### config.mk
export PLATFORM = sky130hd
export DESIGN_NAME = decode_stage
export DESIGN_NICKNAME = d
export VERILOG_FILES = /design/src/rtl/decode_stage.sv
export SDC_FILE = /design/constraint.sdc
export NUM_CORES = 1
export LEC_CHECK = 0
export CAP_MARGIN = 20
export CORE_UTILIZATION = 50
export CTS_CLUSTER_DIAMETER = 60
export DETAILED_ROUTE_END_ITERATION = 8
export DONT_BUFFER_PORTS = 1
export HOLD_SLACK_MARGIN = 0.1
export PLACE_DENSITY = 0.74
export SKIP_CTS_REPAIR_TIMING = 1
export SLEW_MARGIN = 15
export SYNTH_ARGS = -nofsm -noshare
export SYNTH_HDL_FRONTEND = slang
export SYNTH_SLANG_ARGS = --single-unit
### constraint.sdc
create_clock -name clk -period 7.8 [get_ports clk]
set_input_delay 0.39 -clock clk [delete_from_list [all_inputs] [get_ports clk]]
set_output_delay 0.39 -clock clk [all_outputs]
set_load 0.03 [all_outputs]
### src/rtl/decode_stage.sv
// decode_stage: registered RV32I decode stage between fetch and execute.
// Each accepted word is decoded into register fields, a format code, a
// sign-extended immediate and control bits, then buffered in a DEPTH-entry
// FIFO behind valid/ready handshakes on both sides.
// Optional feature macro: DECODE_ILLEGAL_TRAP_EN adds stricter funct3/funct7
// legality checks and a sticky stall after an illegal entry is accepted.
module decode_stage #(
    parameter int XLEN  = 32,
    parameter int DEPTH = 2
) (
    input  logic            clk,
    input  logic            rst,
    input  logic            flush,
    input  logic            in_valid,
    output logic            in_ready,
    input  logic [31:0]     in_instr,
    input  logic [XLEN-1:0] in_pc,
    output logic            out_valid,
    input  logic            out_ready,
    output logic [XLEN-1:0] out_pc,
    output logic [2:0]      out_fmt,
    output logic [4:0]      out_rd,
    output logic [4:0]      out_rs1,
    output logic [4:0]      out_rs2,
    output logic [2:0]      out_funct3,
    output logic [6:0]      out_funct7,
    output logic [XLEN-1:0] out_imm,
    output logic            out_alu_src,
    output logic            out_reg_wr,
    output logic            out_illegal
);

    localparam int PW = (DEPTH > 1) ? $clog2(DEPTH) : 1;
    localparam int CW = $clog2(DEPTH + 1);

    localparam logic [2:0] FMT_R   = 3'd0;
    localparam logic [2:0] FMT_I   = 3'd1;
    localparam logic [2:0] FMT_S   = 3'd2;
    localparam logic [2:0] FMT_B   = 3'd3;
    localparam logic [2:0] FMT_U   = 3'd4;
    localparam logic [2:0] FMT_J   = 3'd5;
    localparam logic [2:0] FMT_ILL = 3'd7;

    localparam logic [6:0] OP_REG    = 7'b0110011;
    localparam logic [6:0] OP_IMM    = 7'b0010011;
    localparam logic [6:0] OP_LOAD   = 7'b0000011;
    localparam logic [6:0] OP_JALR   = 7'b1100111;
    localparam logic [6:0] OP_STORE  = 7'b0100011;
    localparam logic [6:0] OP_BRANCH = 7'b1100011;
    localparam logic [6:0] OP_LUI    = 7'b0110111;
    localparam logic [6:0] OP_AUIPC  = 7'b0010111;
    localparam logic [6:0] OP_JAL    = 7'b1101111;

    typedef struct packed {
        logic [XLEN-1:0] pc;
        logic [2:0]      fmt;
        logic [4:0]      rd;
        logic [4:0]      rs1;
        logic [4:0]      rs2;
        logic [2:0]      funct3;
        logic [6:0]      funct7;
        logic [XLEN-1:0] imm;
        logic            alu_src;
        logic            reg_wr;
        logic            illegal;
    } entry_t;

    entry_t             dec;
    entry_t             head;
    entry_t             mem [DEPTH];
    logic [PW-1:0]      wr_ptr;
    logic [PW-1:0]      rd_ptr;
    logic [CW-1:0]      count;
    logic               trap;
    logic               push;
    logic               pop;
    logic               bad;
    logic [2:0]         base_fmt;
    logic [2:0]         fmt_sel;
    logic [6:0]         opcode;
    logic [6:0]         funct7;
    logic [2:0]         funct3;
    logic signed [31:0] imm_i;
    logic signed [31:0] imm_s;
    logic signed [31:0] imm_b;
    logic signed [31:0] imm_u;
    logic signed [31:0] imm_j;

    assign opcode = in_instr[6:0];
    assign funct3 = in_instr[14:12];
    assign funct7 = in_instr[31:25];

    assign imm_i = {{20{in_instr[31]}}, in_instr[31:20]};
    assign imm_s = {{20{in_instr[31]}}, in_instr[31:25], in_instr[11:7]};
    assign imm_b = {{19{in_instr[31]}}, in_instr[31], in_instr[7], in_instr[30:25],
                    in_instr[11:8], 1'b0};
    assign imm_u = {in_instr[31:12], 12'b0};
    assign imm_j = {{11{in_instr[31]}}, in_instr[31], in_instr[19:12], in_instr[20],
                    in_instr[30:21], 1'b0};

    // Map the major opcode onto its instruction format; unknown opcodes are illegal
    always_comb begin
        base_fmt = FMT_ILL;
        case (opcode)
            OP_REG:                    base_fmt = FMT_R;
            OP_IMM, OP_LOAD, OP_JALR:  base_fmt = FMT_I;
            OP_STORE:                  base_fmt = FMT_S;
            OP_BRANCH:                 base_fmt = FMT_B;
            OP_LUI, OP_AUIPC:          base_fmt = FMT_U;
            OP_JAL:                    base_fmt = FMT_J;
            default:                   base_fmt = FMT_ILL;
        endcase
    end

    // Stricter funct3/funct7 legality checks that demote an otherwise valid opcode to illegal
    always_comb begin
        bad = 1'b0;
`ifdef DECODE_ILLEGAL_TRAP_EN
        case (opcode)
            OP_REG:    bad = ((funct7 != 7'b0000000) && (funct7 != 7'b0100000)) ||
                             ((funct7 == 7'b0100000) && (funct3 != 3'b000) && (funct3 != 3'b101));
            OP_IMM:    bad = ((funct3 == 3'b001) && (funct7 != 7'b0000000)) ||
                             ((funct3 == 3'b101) && (funct7 != 7'b0000000) &&
                              (funct7 != 7'b0100000));
            OP_JALR:   bad = (funct3 != 3'b000);
            OP_LOAD:   bad = (funct3 == 3'b011) || (funct3 == 3'b110) || (funct3 == 3'b111);
            OP_STORE:  bad = (funct3 >= 3'b011);
            OP_BRANCH: bad = (funct3 == 3'b010) || (funct3 == 3'b011);
            default:   bad = 1'b0;
        endcase
`endif
        fmt_sel = bad ? FMT_ILL : base_fmt;
    end

    // Assemble the decoded entry; fields a format does not use stay zero
    always_comb begin
        dec     = '0;
        dec.pc  = in_pc;
        dec.fmt = fmt_sel;
        case (fmt_sel)
            FMT_R: begin
                dec.rd     = in_instr[11:7];
                dec.rs1    = in_instr[19:15];
                dec.rs2    = in_instr[24:20];
                dec.funct3 = funct3;
                dec.funct7 = funct7;
                dec.reg_wr = 1'b1;
            end
            FMT_I: begin
                dec.rd      = in_instr[11:7];
                dec.rs1     = in_instr[19:15];
                dec.funct3  = funct3;
                dec.imm     = XLEN'(imm_i);
                dec.alu_src = 1'b1;
                dec.reg_wr  = 1'b1;
            end
            FMT_S: begin
                dec.rs1     = in_instr[19:15];
                dec.rs2     = in_instr[24:20];
                dec.funct3  = funct3;
                dec.imm     = XLEN'(imm_s);
                dec.alu_src = 1'b1;
            end
            FMT_B: begin
                dec.rs1    = in_instr[19:15];
                dec.rs2    = in_instr[24:20];
                dec.funct3 = funct3;
                dec.imm    = XLEN'(imm_b);
            end
            FMT_U: begin
                dec.rd      = in_instr[11:7];
                dec.imm     = XLEN'(imm_u);
                dec.alu_src = 1'b1;
                dec.reg_wr  = 1'b1;
            end
            FMT_J: begin
                dec.rd      = in_instr[11:7];
                dec.imm     = XLEN'(imm_j);
                dec.alu_src = 1'b1;
                dec.reg_wr  = 1'b1;
            end
            default: begin
                dec.fmt     = FMT_ILL;
                dec.illegal = 1'b1;
            end
        endcase
    end

    // A full FIFO refuses input even if the head is leaving this cycle; flush blocks both moves
    assign in_ready  = (count < CW'(DEPTH)) && !trap;
    assign out_valid = (count != '0);
    assign push      = in_valid && in_ready && !flush;
    assign pop       = out_valid && out_ready && !flush;

    // Occupancy and wrap-around pointers; flush empties the FIFO in one cycle
    always_ff @(posedge clk or posedge rst) begin
        if (rst) begin
            count  <= '0;
            wr_ptr <= '0;
            rd_ptr <= '0;
        end else if (flush) begin
            count  <= '0;
            wr_ptr <= '0;
            rd_ptr <= '0;
        end else begin
            if (push) begin
                wr_ptr <= (wr_ptr == PW'(DEPTH - 1)) ? '0 : wr_ptr + 1'b1;
            end
            if (pop) begin
                rd_ptr <= (rd_ptr == PW'(DEPTH - 1)) ? '0 : rd_ptr + 1'b1;
            end
            case ({push, pop})
                2'b10:   count <= count + 1'b1;
                2'b01:   count <= count - 1'b1;
                default: count <= count;
            endcase
        end
    end

    // Entry storage needs no reset: occupancy alone decides what is visible
    always_ff @(posedge clk) begin
        if (push) begin
            mem[wr_ptr] <= dec;
        end
    end

`ifdef DECODE_ILLEGAL_TRAP_EN
    // Sticky trap: stall the input once an illegal entry has been accepted, until flush
    always_ff @(posedge clk or posedge rst) begin
        if (rst) begin
            trap <= 1'b0;
        end else if (flush) begin
            trap <= 1'b0;
        end else if (push && dec.illegal) begin
            trap <= 1'b1;
        end
    end
`else
    assign trap = 1'b0;
`endif

    // Present the head entry, forced to zero while the FIFO is empty
    always_comb begin
        head = out_valid ? mem[rd_ptr] : '0;
    end

    assign out_pc      = head.pc;
    assign out_fmt     = head.fmt;
    assign out_rd      = head.rd;
    assign out_rs1     = head.rs1;
    assign out_rs2     = head.rs2;
    assign out_funct3  = head.funct3;
    assign out_funct7  = head.funct7;
    assign out_imm     = head.imm;
    assign out_alu_src = head.alu_src;
    assign out_reg_wr  = head.reg_wr;
    assign out_illegal = head.illegal;

endmodule

==> results.json, run 1 <==
{
  "status": "finished, final reports clean",
  "pin_count": 166,
  "finalCriticalPeriod_ns": 3.08,
  "irDropWorstVdd_mv": 0.142,
  "cts_buffer_depth": 2,
  "ys_ff_latch": 194,
  "root_buffer": "clkbuf_16",
  "die-area_um2": 16700,
  "fin_crit_sh_pct": 39.5,
  "drtPass1Iterations": 7,
  "multi_input_area_um2": 2140,
  "p_per_area_nw_per_um2": 242,
  "drive_gt1_share_pct": 10.8,
  "synth_top_area_share_pct": 70.6,
  "path_cells": "buf_4 > buf_16 > mux2i_1 > nor2_1",
  "cts_sinks": 194,
  "finish.instance_area_um2": 9210,
  "ff_latch_area_um2": 5810,
  "vias": 4410,
  "clockPowerShare_pct": 35.2,
  "cts_tree": "built",
  "port_buffers": 0,
  "hold_viol_final": 0,
  "grt.overflow.total": 0,
  "place_area_um2": 8310,
  "vias_per_cell": 5.51,
  "fin_skew_ns": 0.00922,
  "start_util_pct": 51.1,
  "synth_area_leaders": "edfxtp_1 71%, mux2i_1 12%, nor2_1 4.9%",
  "crit_slowest_cell": "dfrtp_4",
  "synth_cell_types": 41,
  "fp.dieH_um": 129,
  "maxSlewHeadroom_pct": 35.7,
  "fp.dieW_um": 129,
  "layout.nets": 641,
  "fin_cells": 801,
  "fmax_ghz": 0.324,
  "row_count": 46,
  "place_inst": 734,
  "p_switching_uw": 570,
  "synth_top_cell_by_area": "edfxtp_1",
  "power.leakage_nw": 3.21,
  "slew_viol_final": 0,
  "syn_area_um2": 8090,
  "total_power_mw": 2.23,
  "seq_power_share_pct": 53.7,
  "crit_type": "register to output port",
  "final_common_cell": "edfxtp_1",
  "setup_viol_count_final": 0,
  "yosys_warnings": 0,
  "syn_area_per_cell_um2": 15.0,
  "path_max_fanout": 47,
  "drtIter0Drc": 239,
  "core_area_um2": 15800,
  "antenna_found_initial": 0,
  "synth_cells": 538,
  "grt_pass1_wl_mm": 23.2,
  "cts_buffers": 17,
  "routed_wirelength_mm": 16.4,
  "h-tree-depth": 4,
  "max_cap_violations": 0,
  "power.internal_mw": 1.66,
  "worst_hold_path_type": "input port to register",
  "routabilityCongestion": 0.754,
  "final_cell_mix": "190 x edfxtp_1, 104 x nor2_1, 96 x mux2i_1",
  "critPathBufInv": 2,
  "tightest_slew_ns": 0.965,
  "crit_arrival_ns": 2.69,
  "worstPathRequired_ns": 7.41,
  "grt_pass1_vias": 4275,
  "insertion_delay_ns": 0.43,
  "area_growth_pct": 13.9,
  "fill_cells": 1231,
  "tns_ns": 0,
  "rsz0062_at_grt": "false",
  "diodes": 0,
  "ant_nets": 0,
  "swShare_pct": 25.6,
  "start_kind": "register",
  "clkTransAtPathRegs_ns": 0.07,
  "cp-end-kind": "output port",
  "grt_usage_pct": 19.1,
  "grt_max_degree": 67,
  "dp.final_hpwl_mm": 10.4,
  "ys_seq_area_share_pct": 71.8,
  "wire_per_inst_um": 20.5,
  "max_stage_delay_ns": 0.77,
  "path_delay_family": "buffers and inverters",
  "post-route-drc-count": 0,
  "p_comb_share_pct": 11.1,
  "synth.net_count": 607
}
[flip-flops by register name, summed over array words and instances (netlist names)]
register,flops
mem,190
count,2
rd_ptr,1
wr_ptr,1
[power groups by stage]
stage	combinational, mW	sequential [mW]	clock (mW)
6_report	0.248	1.20	0.784
3_5_place_dp	0.231	1.22	0
3_3_place_gp	0.225	1.22	0
2_1_floorplan	0.205	1.21	0
4_1_cts	0.231	1.20	0.798
5_1_grt	0.265	1.20	0.845
[per-stage QoR]
stage / setup WS (ns) / hold slack (ns) / util (%)
floorplan: 2.73 / 0.156 / -
global placement: 4.90 / 0.171 / 52.5
detailed placement: 4.85 / 0.183 / 52.5
CTS: 4.39 / -0.281 / 55.9
global route: 4.58 / 0.147 / 58.2
finish: 4.72 / 0.155 / 58.2
[area by class of cell]
class,count,area share (%)
multi-input cells,308,23.3
clock buffers,18,4.66
clock inverters,14,1.15
inverters,9,0.367
repair buffers,42,4.56
well taps,216,2.93
flip-flops and latches,194,63.1
[routing by layer]
layer,up-vias,track usage (%),share of wire (%)
li1,2036,-,-
met4,0,7.68,1.7
met2,181,31.7,49
met1,2173,22.4,40
met3,20,7.31,8.8
met5,-,0,0
[synthesized netlist by cell type]
library cell and instances:
inv_1 9, a21boi_0 1, o21ai_0 4, nor4_1 1
a21oi_1 7, nand2_1 7, nand3_1 2, clkbuf_1 11
a22o_1 5, buf_2 11, and3b_1 1, nand4b_1 2
and2_2 6, and3b_2 1, a2111oi_4 1, or3b_1 1
nand2b_1 1, and2_4 1, edfxtp_1 190, dfrtp_1 4
mux2i_1 96, o21ba_2 1, nor3_1 3, buf_8 1
or4_1 1, nor2b_1 4, a211oi_1 2, nor2_1 105
a22oi_1 1, and2_1 25, buf_6 1, or2b_1 2
mux2_4 1, xor2_1 2, a21o_2 10, a21o_1 9
o22ai_1 1, nand3b_1 2, nor3b_1 1, buf_1 3
a31o_2 1
[worst register-to-register path, delay by kind of cell (launching register included)]
kind          cells  cell delay (ns)
flops             1             0.44
buf+inv           3             1.51
simple gates      2             0.52
[kinds of logic (layout without fill, tap and decap cells)]
kind of cell,count (synthesis),after routing,share of synthesized area [%]
mux,97,97,12.1
compound gates,43,43,4.16
xor+xnor,2,2,0.217
simple gates,166,166,9.69
flops,194,194,71.8
buf+inv,36,83,2.07
[path summary, 6_finish.rpt]
kind | startpoint | endpoint | slack [ns] | cells after the start
min in group asynchronous | rst | wr_ptr$_DFFE_PP0P_ | 0.30 | 2
worst max-delay path | rd_ptr$_DFFE_PP0P_ | out_imm[0] | 4.72 | 4
worst min-delay path | out_ready | count[1]$_DFFE_PP0P_ | 0.15 | 2
worst max register to register | count[1]$_DFFE_PP0P_ | mem[1][94]$_DFFE_PP_ | 4.92 | 5
worst min register to register | count[0]$_DFFE_PP0P_ | count[0]$_DFFE_PP0P_ | 0.63 | 2
max in group asynchronous | rst | rd_ptr$_DFFE_PP0P_ | 7.32 | 2
(Power assumes the default switching activity.)
==> inputs of run 2 (changes only) <==
--- a/config.mk
+++ b/config.mk
@@ -5,6 +5,7 @@
 export SDC_FILE = /design/constraint.sdc
 export NUM_CORES = 1
 export LEC_CHECK = 0
+export ABC_AREA = 1
 export CAP_MARGIN = 20
 export CORE_UTILIZATION = 50
 export CTS_CLUSTER_DIAMETER = 60
==> constraint.sdc (replaced) <==
create_clock -name clk -period 2.8 [get_ports clk]
set_input_delay 0.14 -clock clk [delete_from_list [all_inputs] [get_ports clk]]
set_output_delay 0.14 -clock clk [all_outputs]
set_load 0.03 [all_outputs]
==> results.json, run 2 <==
{
  "status": "finished, final reports clean",
  "finish.instance_area_um2": 10300,
  "grt_usage_pct": 22.5,
  "hold_viol_final": 0,
  "place_area_um2": 9080,
  "irDropWorstVdd_mv": 1.04,
  "final_cell_mix": "227 x nand2_1, 190 x edfxtp_1, 103 x a21oi_1",
  "dp.final_hpwl_mm": 11.9,
  "ys_top_cells_by_count": "227 x nand2_1, 190 x edfxtp_1, 103 x a21oi_1",
  "cp-end-kind": "output port",
  "layout.nets": 923,
  "h-tree-depth": 4,
  "cts_buffer_depth": 2,
  "drtPass1Iterations": 5,
  "synth_cell_types": 28,
  "grt_pass1_vias": 5371,
  "p_per_area_nw_per_um2": 921,
  "vias_per_cell": 5.38,
  "routed_wirelength_mm": 19.7,
  "syn_area_per_cell_um2": 11.6,
  "ys_ff_latch": 194,
  "maxSlewHeadroom_pct": 31.0,
  "grt_max_degree": 96,
  "reg2regPathDepth": 5,
  "fp.dieH_um": 130,
  "root_buffer": "clkbuf_16",
  "fin_skew_ns": 0.00648,
  "synth_edf_count": 190,
  "worstPathRequired_ns": 2.66,
  "grt_pass1_wl_mm": 28.0,
  "cts_buffers": 17,
  "drive_gt1_share_pct": 18.8,
  "slew_viol_final": 0,
  "cts_tree": "built",
  "start_kind": "register",
  "synthArstFlopShare_pct": 2.06,
  "ff_latch_area_um2": 5810,
  "holdPathStages": 2,
  "top_register": "mem",
  "worst_hold_path_type": "input port to register",
  "vias": 5832,
  "ant_nets": 0,
  "tightest_slew_ns": 1.04,
  "yosys_warnings": 0,
  "insertion_delay_ns": 0.43,
  "synth_top_cell_by_area": "edfxtp_1",
  "cts_sinks": 194,
  "die-area_um2": 16800,
  "start_util_pct": 51.3,
  "total_power_mw": 9.48,
  "row_count": 46,
  "synth_cells": 705,
  "hold_ws_ns": 0.109,
  "area_growth_pct": 26.4,
  "clkTransAtPathRegs_ns": 0.07,
  "synth.net_count": 774,
  "fill_cells": 1189,
  "final_common_cell": "nand2_1",
  "largest_reg_flops": 190,
  "crit_arrival_ns": 2.22,
  "fmax_ghz": 0.423,
  "top_regs": "mem x190, count x2",
  "power.leakage_nw": 4.06,
  "crit_type": "register to output port",
  "fp.dieW_um": 130,
  "setup_viol_count_final": 0,
  "antenna_found_initial": 1,
  "wire_per_inst_um": 18.1,
  "synth_most_common_cell": "nand2_1",
  "drtIter0Drc": 527,
  "grt.overflow.total": 0,
  "pin_count": 166,
  "port_buffers": 0,
  "fin_crit_sh_pct": 84.3,
  "synth_area_leaders": "edfxtp_1 70%, nand2_1 10%, a21oi_1 6.3%",
  "fin_cells": 1084,
  "ys.flop_type": "edfxtp_1",
  "post-route-drc-count": 0,
  "rsz0062_at_grt": "false",
  "routabilityCongestion": 0.817,
  "place_inst": 988,
  "core_area_um2": 15900,
  "finalCriticalPeriod_ns": 2.36,
  "path_max_fanout": 95,
  "syn_area_um2": 8150,
  "multi_input_area_um2": 2020,
  "synth_top_area_share_pct": 70.0,
  "ys_seq_area_share_pct": 71.2,
  "max_cap_violations": 0
}
[run 2: final timing paths]
path	from	to	slack, ns
worst max-delay path	rd_ptr$_DFFE_PP0P_	out_imm[9]	0.44
worst min-delay path	in_instr[27]	mem[0][37]$_DFFE_PP_	0.11
worst min register to register	count[0]$_DFFE_PP0P_	count[0]$_DFFE_PP0P_	0.61
worst max register to register	rd_ptr$_DFFE_PP0P_	rd_ptr$_DFFE_PP0P_	0.66
max in group asynchronous	rst	rd_ptr$_DFFE_PP0P_	1.98
min in group asynchronous	rst	count[0]$_DFFE_PP0P_	0.62
[run 2: cells by family after synthesis]
family	synth area share, %
DFF	71.2
and+or+nand+nor	14.8
AOI/OAI and AO/OA	9.72
buffers and inverters	4.22
[run 2: power by group]
| part | total, mW | internal, mW | switching (mW) | leakage [nW] |
|---|---|---|---|---|
| clock | 2.42 | 1.40 | 1.02 | 0.286 |
| sequential | 3.52 | 3.45 | 0.0747 | 1.81 |
| combinational | 3.55 | 1.07 | 2.48 | 1.96 |
[run 2: layer usage]
layer  vias up  GRT usage (%)  part of all wire [%]
met1      2805           27.2                    40
met3        17           8.92                   9.4
met4         0           6.57                  0.95
met5         -              0                     0
met2       281           37.3                    50
li1       2729              -                     -
[run 2: critical path, stage by stage, from the launching register on]
cell and delay [ns]:
dfrtp_2 0.37, buf_4 0.80, nand2_1 0.10, a21oi_1 0.28, buf_4 0.21
[run 2: cell type report]
type,instances,area share [%]
antenna,1,0.0243
clock buffer,18,4.17
tap,216,2.62
timing repair buffer,166,14.0
sequential,194,56.4
inverter,44,1.60
clock inverter,14,1.58
multi-input combinational,431,19.6
[run 2: metrics by stage]
stage / setup WS, ns / TNS, ns / util, %
2_1_floorplan: -0.962 / -182.37 / -
3_3_place_gp: 0.848 / 0 / 57.1
3_5_place_dp: 0.766 / 0 / 57.1
4_1_cts: 0.449 / 0 / 60.9
5_1_grt: 0.295 / 0 / 64.8
6_report: 0.438 / 0 / 64.8
